<file path="config.mk">
export PLATFORM = sky130hd
export DESIGN_NAME = jtframe_ddr_romfetch
export DESIGN_NICKNAME = d
export VERILOG_FILES = /design/src/rtl/jtframe_ddr_romfetch.sv
export SDC_FILE = /design/constraint.sdc
export NUM_CORES = 2
export LEC_CHECK = 0
export BUFFER_PORTS_ARGS = -buffer_cell sky130_fd_sc_hd__buf_2
export CORE_ASPECT_RATIO = 1.75
export CORE_MARGIN = 2
export CORE_UTILIZATION = 55
export DETAILED_ROUTE_END_ITERATION = 6
export PLACE_DENSITY = 0.71
export SKIP_CTS_REPAIR_TIMING = 1
export SYNTH_ARGS = -nofsm -noshare
export SYNTH_HDL_FRONTEND = slang
export SYNTH_SLANG_ARGS = --single-unit
export TNS_END_PERCENT = 5
</file>
<file path="constraint.sdc">
create_clock -name clk -period 12 [get_ports clk]
set_clock_uncertainty 0.15 [all_clocks]
set_input_delay 1.8 -clock clk [delete_from_list [all_inputs] [get_ports clk]]
set_output_delay 1.8 -clock clk [all_outputs]
set_load 0.01 [all_outputs]
</file>
<file path="src/rtl/jtframe_ddr_romfetch.sv">
// Replays a ROM image held in MiSTer DDR as a byte-wide prog_* download stream.
// Reads DDR in bursts into a local buffer, then serialises each buffer byte by byte.
module jtframe_ddr_romfetch #(
    parameter logic [28:0] DDR_BASE = 29'h0600_0000,
    parameter int          AW       = 25,
    parameter int          BURST    = 32
) (
    input  logic          clk,
    input  logic          rst_n,
    input  logic          start,
    input  logic [AW-1:0] len,
    output logic          downloading,
    output logic          done,
    output logic [7:0]    ddrld_burstcnt,
    output logic [28:0]   ddrld_addr,
    output logic          ddrld_rd,
    input  logic          ddr_busy,
    input  logic [63:0]   ddr_dout,
    input  logic          ddr_dout_ready,
    output logic [AW-1:0] prog_addr,
    output logic [7:0]    prog_data,
    output logic          prog_we,
    input  logic          prog_ack
);

    localparam int KW  = (BURST > 1) ? $clog2(BURST) : 1;
    // byte index must be able to hold BURST*8 itself to detect buffer exhaustion
    localparam int BIW = KW + 4;

    typedef enum logic [2:0] {IDLE, REQ, WAIT, SER, DONE} state_t;

    state_t          state;
    logic [AW-1:0]   len_r;
    logic [AW-1:0]   bp;
    logic [AW-4:0]   wp;
    logic [7:0]      k;
    logic [BIW-1:0]  bi;
    logic [63:0]     buffer [BURST];

    logic [AW-1:0]   bp_inc;
    logic [BIW-1:0]  bi_inc;
    logic [BIW-1:0]  burst_bytes;
    logic [AW-4:0]   wp_next;
    logic [63:0]     nxt_word;
    logic [7:0]      nxt_byte;
    logic [7:0]      first_byte;

    function automatic logic [7:0] burst_len(input logic [AW-1:0] total, input logic [AW-1:0] pos);
        logic [AW:0] words;
        words = ({1'b0, total} - {1'b0, pos} + (AW+1)'(7)) >> 3;
        if (words > (AW+1)'(BURST))
            return 8'(BURST);
        return 8'(words);
    endfunction

    assign bp_inc      = bp + 1'b1;
    assign bi_inc      = bi + 1'b1;
    assign burst_bytes = BIW'({ddrld_burstcnt, 3'b000});
    assign wp_next     = wp + (AW-3)'(ddrld_burstcnt);
    assign nxt_word    = buffer[bi_inc[KW+2:3]];
    assign nxt_byte    = nxt_word[{bi_inc[2:0], 3'b000} +: 8];
    // a single-word burst has its only word still on ddr_dout when serialisation starts
    assign first_byte  = (ddrld_burstcnt == 8'd1) ? ddr_dout[7:0] : buffer[0][7:0];

    always_ff @(posedge clk) begin
        if (state == WAIT && ddr_dout_ready)
            buffer[k[KW-1:0]] <= ddr_dout;
    end

    always_ff @(posedge clk or negedge rst_n) begin
        if (!rst_n) begin
            state          <= IDLE;
            len_r          <= '0;
            bp             <= '0;
            wp             <= '0;
            k              <= '0;
            bi             <= '0;
            downloading    <= 1'b0;
            done           <= 1'b0;
            ddrld_burstcnt <= '0;
            ddrld_addr     <= '0;
            ddrld_rd       <= 1'b0;
            prog_addr      <= '0;
            prog_data      <= '0;
            prog_we        <= 1'b0;
        end else begin
            case (state)
                IDLE, DONE: begin
                    done  <= 1'b0;
                    state <= IDLE;
                    if (start) begin
                        if (len != '0) begin
                            len_r          <= len;
                            wp             <= '0;
                            bp             <= '0;
                            downloading    <= 1'b1;
                            ddrld_rd       <= 1'b1;
                            ddrld_addr     <= DDR_BASE;
                            ddrld_burstcnt <= burst_len(len, '0);
                            state          <= REQ;
                        end else begin
                            done  <= 1'b1;
                            state <= DONE;
                        end
                    end
                end
                REQ: begin
                    if (!ddr_busy) begin
                        ddrld_rd <= 1'b0;
                        k        <= '0;
                        state    <= WAIT;
                    end
                end
                WAIT: begin
                    if (ddr_dout_ready) begin
                        k <= k + 8'd1;
                        if (k + 8'd1 == ddrld_burstcnt) begin
                            bi        <= '0;
                            prog_we   <= 1'b1;
                            prog_addr <= bp;
                            prog_data <= first_byte;
                            state     <= SER;
                        end
                    end
                end
                SER: begin
                    if (prog_we) begin
                        if (prog_ack) begin
                            prog_we <= 1'b0;
                            bp      <= bp_inc;
                            bi      <= bi_inc;
                            if (bp_inc == len_r) begin
                                downloading <= 1'b0;
                                done        <= 1'b1;
                                state       <= DONE;
                            end else if (bi_inc == burst_bytes) begin
                                wp             <= wp_next;
                                ddrld_addr     <= 29'(DDR_BASE + 29'(wp_next));
                                ddrld_burstcnt <= burst_len(len_r, bp_inc);
                                ddrld_rd       <= 1'b1;
                                state          <= REQ;
                            end else begin
                                prog_addr <= bp_inc;
                                prog_data <= nxt_byte;
                            end
                        end
                    end else begin
                        // one idle cycle between accepted bytes
                        prog_we <= 1'b1;
                    end
                end
                default: state <= IDLE;
            endcase
        end
    end

endmodule

</file>
Word level (Yosys, flattened, before mapping)

Memories as Yosys holds them, arrays and structs flattened.
Index checks and enable logic that the tools add are counted.

Shift operators: 1
Reduce and logical (&&, ||, !) cells: 19
$add $sub $neg: 8
Multiplexer cells: 98
$lt $le $gt $ge: 2
Eq/ne operators: 20

Operators with widths:

| operator               | number |
|---|---|
| $mux 25                | 10 |
| $mux 29                | 6 |
| $mux 8                 | 19 |
| $mux 22                | 6 |
| $pmux 25 s2            | 2 |
| $shiftx 64x7->8        | 1 |
| $pmux 29 s2            | 1 |
| $pmux 8 s2             | 3 |
| $gt 23x6->1 const B    | 2 |
| $pmux 22 s2            | 1 |
| $mux 9                 | 4 |
| $mux 1                 | 31 |
| $add 27x22->28 const A | 1 |
| $mux 3                 | 9 |
| $add 25x3->26 const B  | 1 |
| $add 26x3->26 const B  | 1 |
| $sub 25x25->26         | 1 |
| $add 25x1->25 const B  | 1 |
| $eq 25x25->1           | 1 |
| $reduce_bool 25->1     | 1 |
| $add 22x8->22          | 1 |
| $ne 2x2->1 const B     | 10 |
| $pmux 9 s2             | 1 |
| $reduce_and 7->1       | 2 |
| other kinds (23)       | 32 |

Word-level logic and storage cells: 163
Register bits after elaboration: 166
Input bits: 95
Output and inout port bits: 74
Memory bits (writable): 2048
Memories kept: 1

Memory list:

| memory | depth | width | rd ports | clocked after memory_dff | wr ports | RTL line | RTL |
|---|---|---|---|---|---|---|---|
| buffer | 32    | 64    | 2        | 0                        | 1        | 38       | `logic [63:0] buffer [BURST];` |

Logic depth before layout (Yosys ltp)

Depth after elaboration: 16
Mapped depth: 21
Depth with buffers taken out: 18

Worst setup path before layout

OpenSTA, ideal clock, no wires.

Path type: input to register
From: input ddr_dout_ready
To: memory buffer[15][0] (enable)
Buffers on the path: 1
Data arrival time: 5.143 ns
Path slack: 6.218 ns
Data required time: 11.362 ns
Stages on the path: 4
Library setup time: 0.488 ns
Path through: and2_1 -> clkbuf_1 -> nand2_1 -> nor2_1

Cells in the longest elaborated chain, start to end: 3

RTL lines:

| what                         | RTL line | RTL |
|---|---|---|
| start: declaration           | 19       | `input logic ddr_dout_ready,` |
| $logic_and 1x1->1            | 66       | `if (state == WAIT && ddr_dout_ready)` |
| $mux 1                       | 66       |  |
| $mux 1 (implied by the code) | 67       | `buffer[k[KW-1:0]] <= ddr_dout;` |
| end: declaration             | 38       |  |

No other way between the ends.

Worst setup path after layout

From: register bi[6]
To: register prog_data[6]

Cells in the longest elaborated chain, start to end: 8
Elaborated cells on any way between the ends: 11
Classes of those cells: 1 x add/sub; 2 x eq/ne; 1 x shift; 5 x mux; 1 x reduce/logical; 1 x memory

RTL lines:

| what                     | RTL line | RTL |
|---|---|---|
| start: declaration       | 37       | `logic [BIW-1:0] bi;` |
| start signal: assignment | 131      | `bi <= bi_inc;` |
| $add 9x1->9 *            | 57       | `assign bi_inc = bi + 1'b1;` |
| $mem_v2 32x64            | --       |  |
| $shiftx 64x7->8          | 61       | `assign nxt_byte = nxt_word[{bi_inc[2:0], 3'b000} +: 8];` |
| $mux 8                   | 136      | `end else if (bi_inc == burst_bytes) begin` |
| $mux 8                   | 132      | `if (bp_inc == len_r) begin` |
| $mux 8                   | 128      | `if (prog_ack) begin` |
| $mux 8                   | 127      | `if (prog_we) begin` |
| $pmux 8 s2               | 87       | `case (state)` |
| end signal: assignment   | 121      | `prog_data <= first_byte;` |
| end signal: assignment   | 144      | `prog_data <= nxt_byte;` |
| end: declaration         | 21       | `output logic [7:0] prog_data,` |

Mark *: on every way between the ends. The rest lies on a longest branch, timed or not. The select of a mux whose other input is x is not followed.
A chain may end at the register's enable or synchronous reset.

==> results.ini <==
[run_status]
status = finished, final reports clean

[min_path]
min_path_type = flop to flop

[critical_path]
cp.required_ps = 12640
cp_slowest_stage_delay_ps = 1100
arrival_ps = 7170
critPathMaxFanout = 144
cp_top_family = simple AND/OR/NAND/NOR gates
path_cells = buf_4 -> buf_12 -> nand2_1 -> nor4_1 -> nor2_1 -> nor2_2 -> o311ai_0 -> a211oi_1 -> o221ai_1 -> nor4_1 -> or4_1 -> a22o_1
crit_top_cell = nor4_1
crit_path_start_kind = flop
endpoint_kind = flop
crit_path_top_delay_cell = nor2_2
path_class = flop to flop
path_buf_inv = 2

[cells_and_area]
multi_input_area_mm2 = 0.02374
seq_area_mm2 = 0.06496
nNetsFinal = 6086
final_cells = 8278
final_layout_size_suffix_gt1_share_pct = 15.43
area_growth_pct = 10.54
fillCellCount = 11740

[drt]
drtIter0Drc = 7016
routed_wl_um = 273100
remaining_drc_errors = 0
via_per_inst = 6.815
wl_per_cell_um = 32.99
vias = 56410
final_antenna_net_count = 0
first_pass_iters = 6

[synthesis]
synth_cell_type_count = 86
netlist_area_mm2 = 0.09016
synth_edf_count = 2048
ys_warn_count = 0
ys_seq_area_share_pct = 72.04
synth.most_common_cell = edfxtp_1
ys.flop_type = edfxtp_1
netlist.top_cell.by_area = edfxtp_1
synthTopCellsByCount = 2,048 x edfxtp_1, 592 x nand2_1, 315 x a21oi_1, 292 x o21ai_0, 285 x nand3_1
synth_area_leaders = edfxtp_1 68%, mux4_2 5.8%, dfrtp_1 3.8%, nand2_1 2.5%, mux2i_1 2.3%
syn_avg_cell_area_um2 = 15.49
syn_inst = 5821
synth_top_area_share_pct = 68.21
synth-async-reset-ratio_pct = 6.313
ys_seq_elements = 2186

[placement]
place_congestion = 0.9088
place_ws_ps = 5643
portBuffers = 163
dp_hpwl_um = 160800
dp_cells = 7927

[grt]
grt-ovfl-total = 0
first_global_vias = 55600
track_usage_pct = 32.60
grt_max_degree = 145
grt_pass1_wl_um = 387300
antenna_found_initial = 33

[floorplanning]
die_y_um = 539.6
core-area_mm2 = 0.1628
boundaryPins = 169
fp-row-count = 196
die_w_um = 310.1
dieArea_mm2 = 0.1673
start_util_pct = 55.37

[sta]
timing.final.crit_share_pct = 54.45
slew_headroom_pct = 8.095
max_freq_ghz = 0.1530
worst_pin_slew_ps = 1375
final-setup-viol-count = 0
hold_viol_final = 0
whs_ps = 323.9
fin_crit_ps = 6534
tns_ps = 0
rsz0062_at_grt = no
final_max_slew_viol_count = 0
fin_ws_ps = 5466

[power_and_ir_drop]
leakage_uw = 0.03335
pwr_density_cell_mw_per_mm2 = 152.9
max-vdd-ir-drop_mv = 0.1086

[clock_tree]
clk_pin_slew_ps = 70
htreeDepth = 4
cts_tree = built
clk_latency_ps = 850
numCtsBuffers = 193
cts-root-buf = clkbuf_16
clkSinkCount = 2186
clock_path_buffers = 4

[flow_run]
max_cap_viol_count = 0

-- sequential cells by signal, summed over array words and instances, names as in the netlist, 9 cells and up --
register   count
bi             9
bp            25
buffer      2048
len_r         25
prog_addr     25
wp            21
-- worst reg2reg max path, stage by stage (launching register included) --
cell      delay [ps]
dfrtp_4          900
buf_4            870
buf_12           600
nand2_1          180
nor4_1           340
nor2_1           230
nor2_2          1100
o311ai_0         360
a211oi_1         280
o221ai_1         180
nor4_1           830
or4_1            310
a22o_1           140
-- cell type report --
cell class,count,share of cell area [%]
Sequential cell,2186,65.18
Multi-Input combinational cell,3218,23.82
Clock buffer,241,5.193
Tap cell,2178,2.734
Timing Repair Buffer,313,2.075
Clock inverter,100,0.8575
Inverter,33,0.1243
Antenna cell,9,0.02260
-- cell families after synthesis --
| logic type | count (synthesis) | synth area share [%] |
|---|---|---|
| DFF | 2186 | 72.04 |
| and+or+nand+nor | 1353 | 6.824 |
| AOI/OAI and AO/OA | 1211 | 8.435 |
| muxes | 471 | 8.507 |
| buffers and inverters | 421 | 2.121 |
| xor gates and xnor gates | 132 | 1.421 |
| adders and majority gates | 46 | 0.6467 |
| other | 1 | 0.004159 |
-- stage by stage --
step | power (uW) | cell area (um2) | utilization (%)
floorplan | 9008 | 90170 | -
global placement | 9300 | 93590 | 57.48
detailed placement | 9328 | 93590 | 57.48
CTS | 15280 | 99620 | 61.18
global route | 15590 | 99650 | 61.20
finish | 15240 | 99660 | 61.20
-- power breakdown --
part	leakage [uW]	internal (uW)	switching, uW	total, uW
sequential	0.0203	8570	58.3	8630
clock	0.00297	3350	2710	6070
combinational	0.0101	110	430	540
-- placed cells by master (no fill, tap or decap), types with 53 or more instances in the layout --
cell	Yosys	routed
a21oi_1	315	314
a31oi_1	202	202
buf_2	88	162
buf_4	37	140
clkbuf_16	0	197
dfrtp_1	138	137
edfxtp_1	2048	2048
mux2i_1	206	205
mux4_2	233	233
nand2_1	592	588
nand3_1	285	284
nand4_1	53	53
nor2_1	212	172
o21ai_0	292	292
xnor2_1	78	76
-- metal layers --
metal | vias up | part of all wire (%) | track usage [%] | wire [um]
li1 | 23160 | - | - | -
met1 | 28470 | 32 | 38.39 | 87550
met2 | 3713 | 48 | 52.38 | 131200
met3 | 1047 | 11 | 6.958 | 29500
met4 | 24 | 9.0 | 24.70 | 24720
met5 | - | 0.062 | 0 | 168
-- final timing paths --
kind / end / slack, ps / cells past startpoint / startpoint
hold reg to reg: prog_addr[5]$_DFFE_PN0P_ / 320 / 2 / prog_addr[5]$_DFFE_PN0P_
setup reg to reg: prog_data[6]$_DFFE_PN0P_ / 5470 / 12 / bi[6]$_DFFE_PN0P_
max in group asynchronous: ddrld_burstcnt[3]$_DFFE_PN0P_ / 9390 / 2 / rst_n
hold / removal: prog_addr[5]$_DFFE_PN0P_ / 320 / 2 / prog_addr[5]$_DFFE_PN0P_
setup / recovery: prog_data[6]$_DFFE_PN0P_ / 5470 / 12 / bi[6]$_DFFE_PN0P_
min in group asynchronous: bp[4]$_DFFE_PN0P_ / 820 / 1 / rst_n
(Power assumes the default switching activity.)
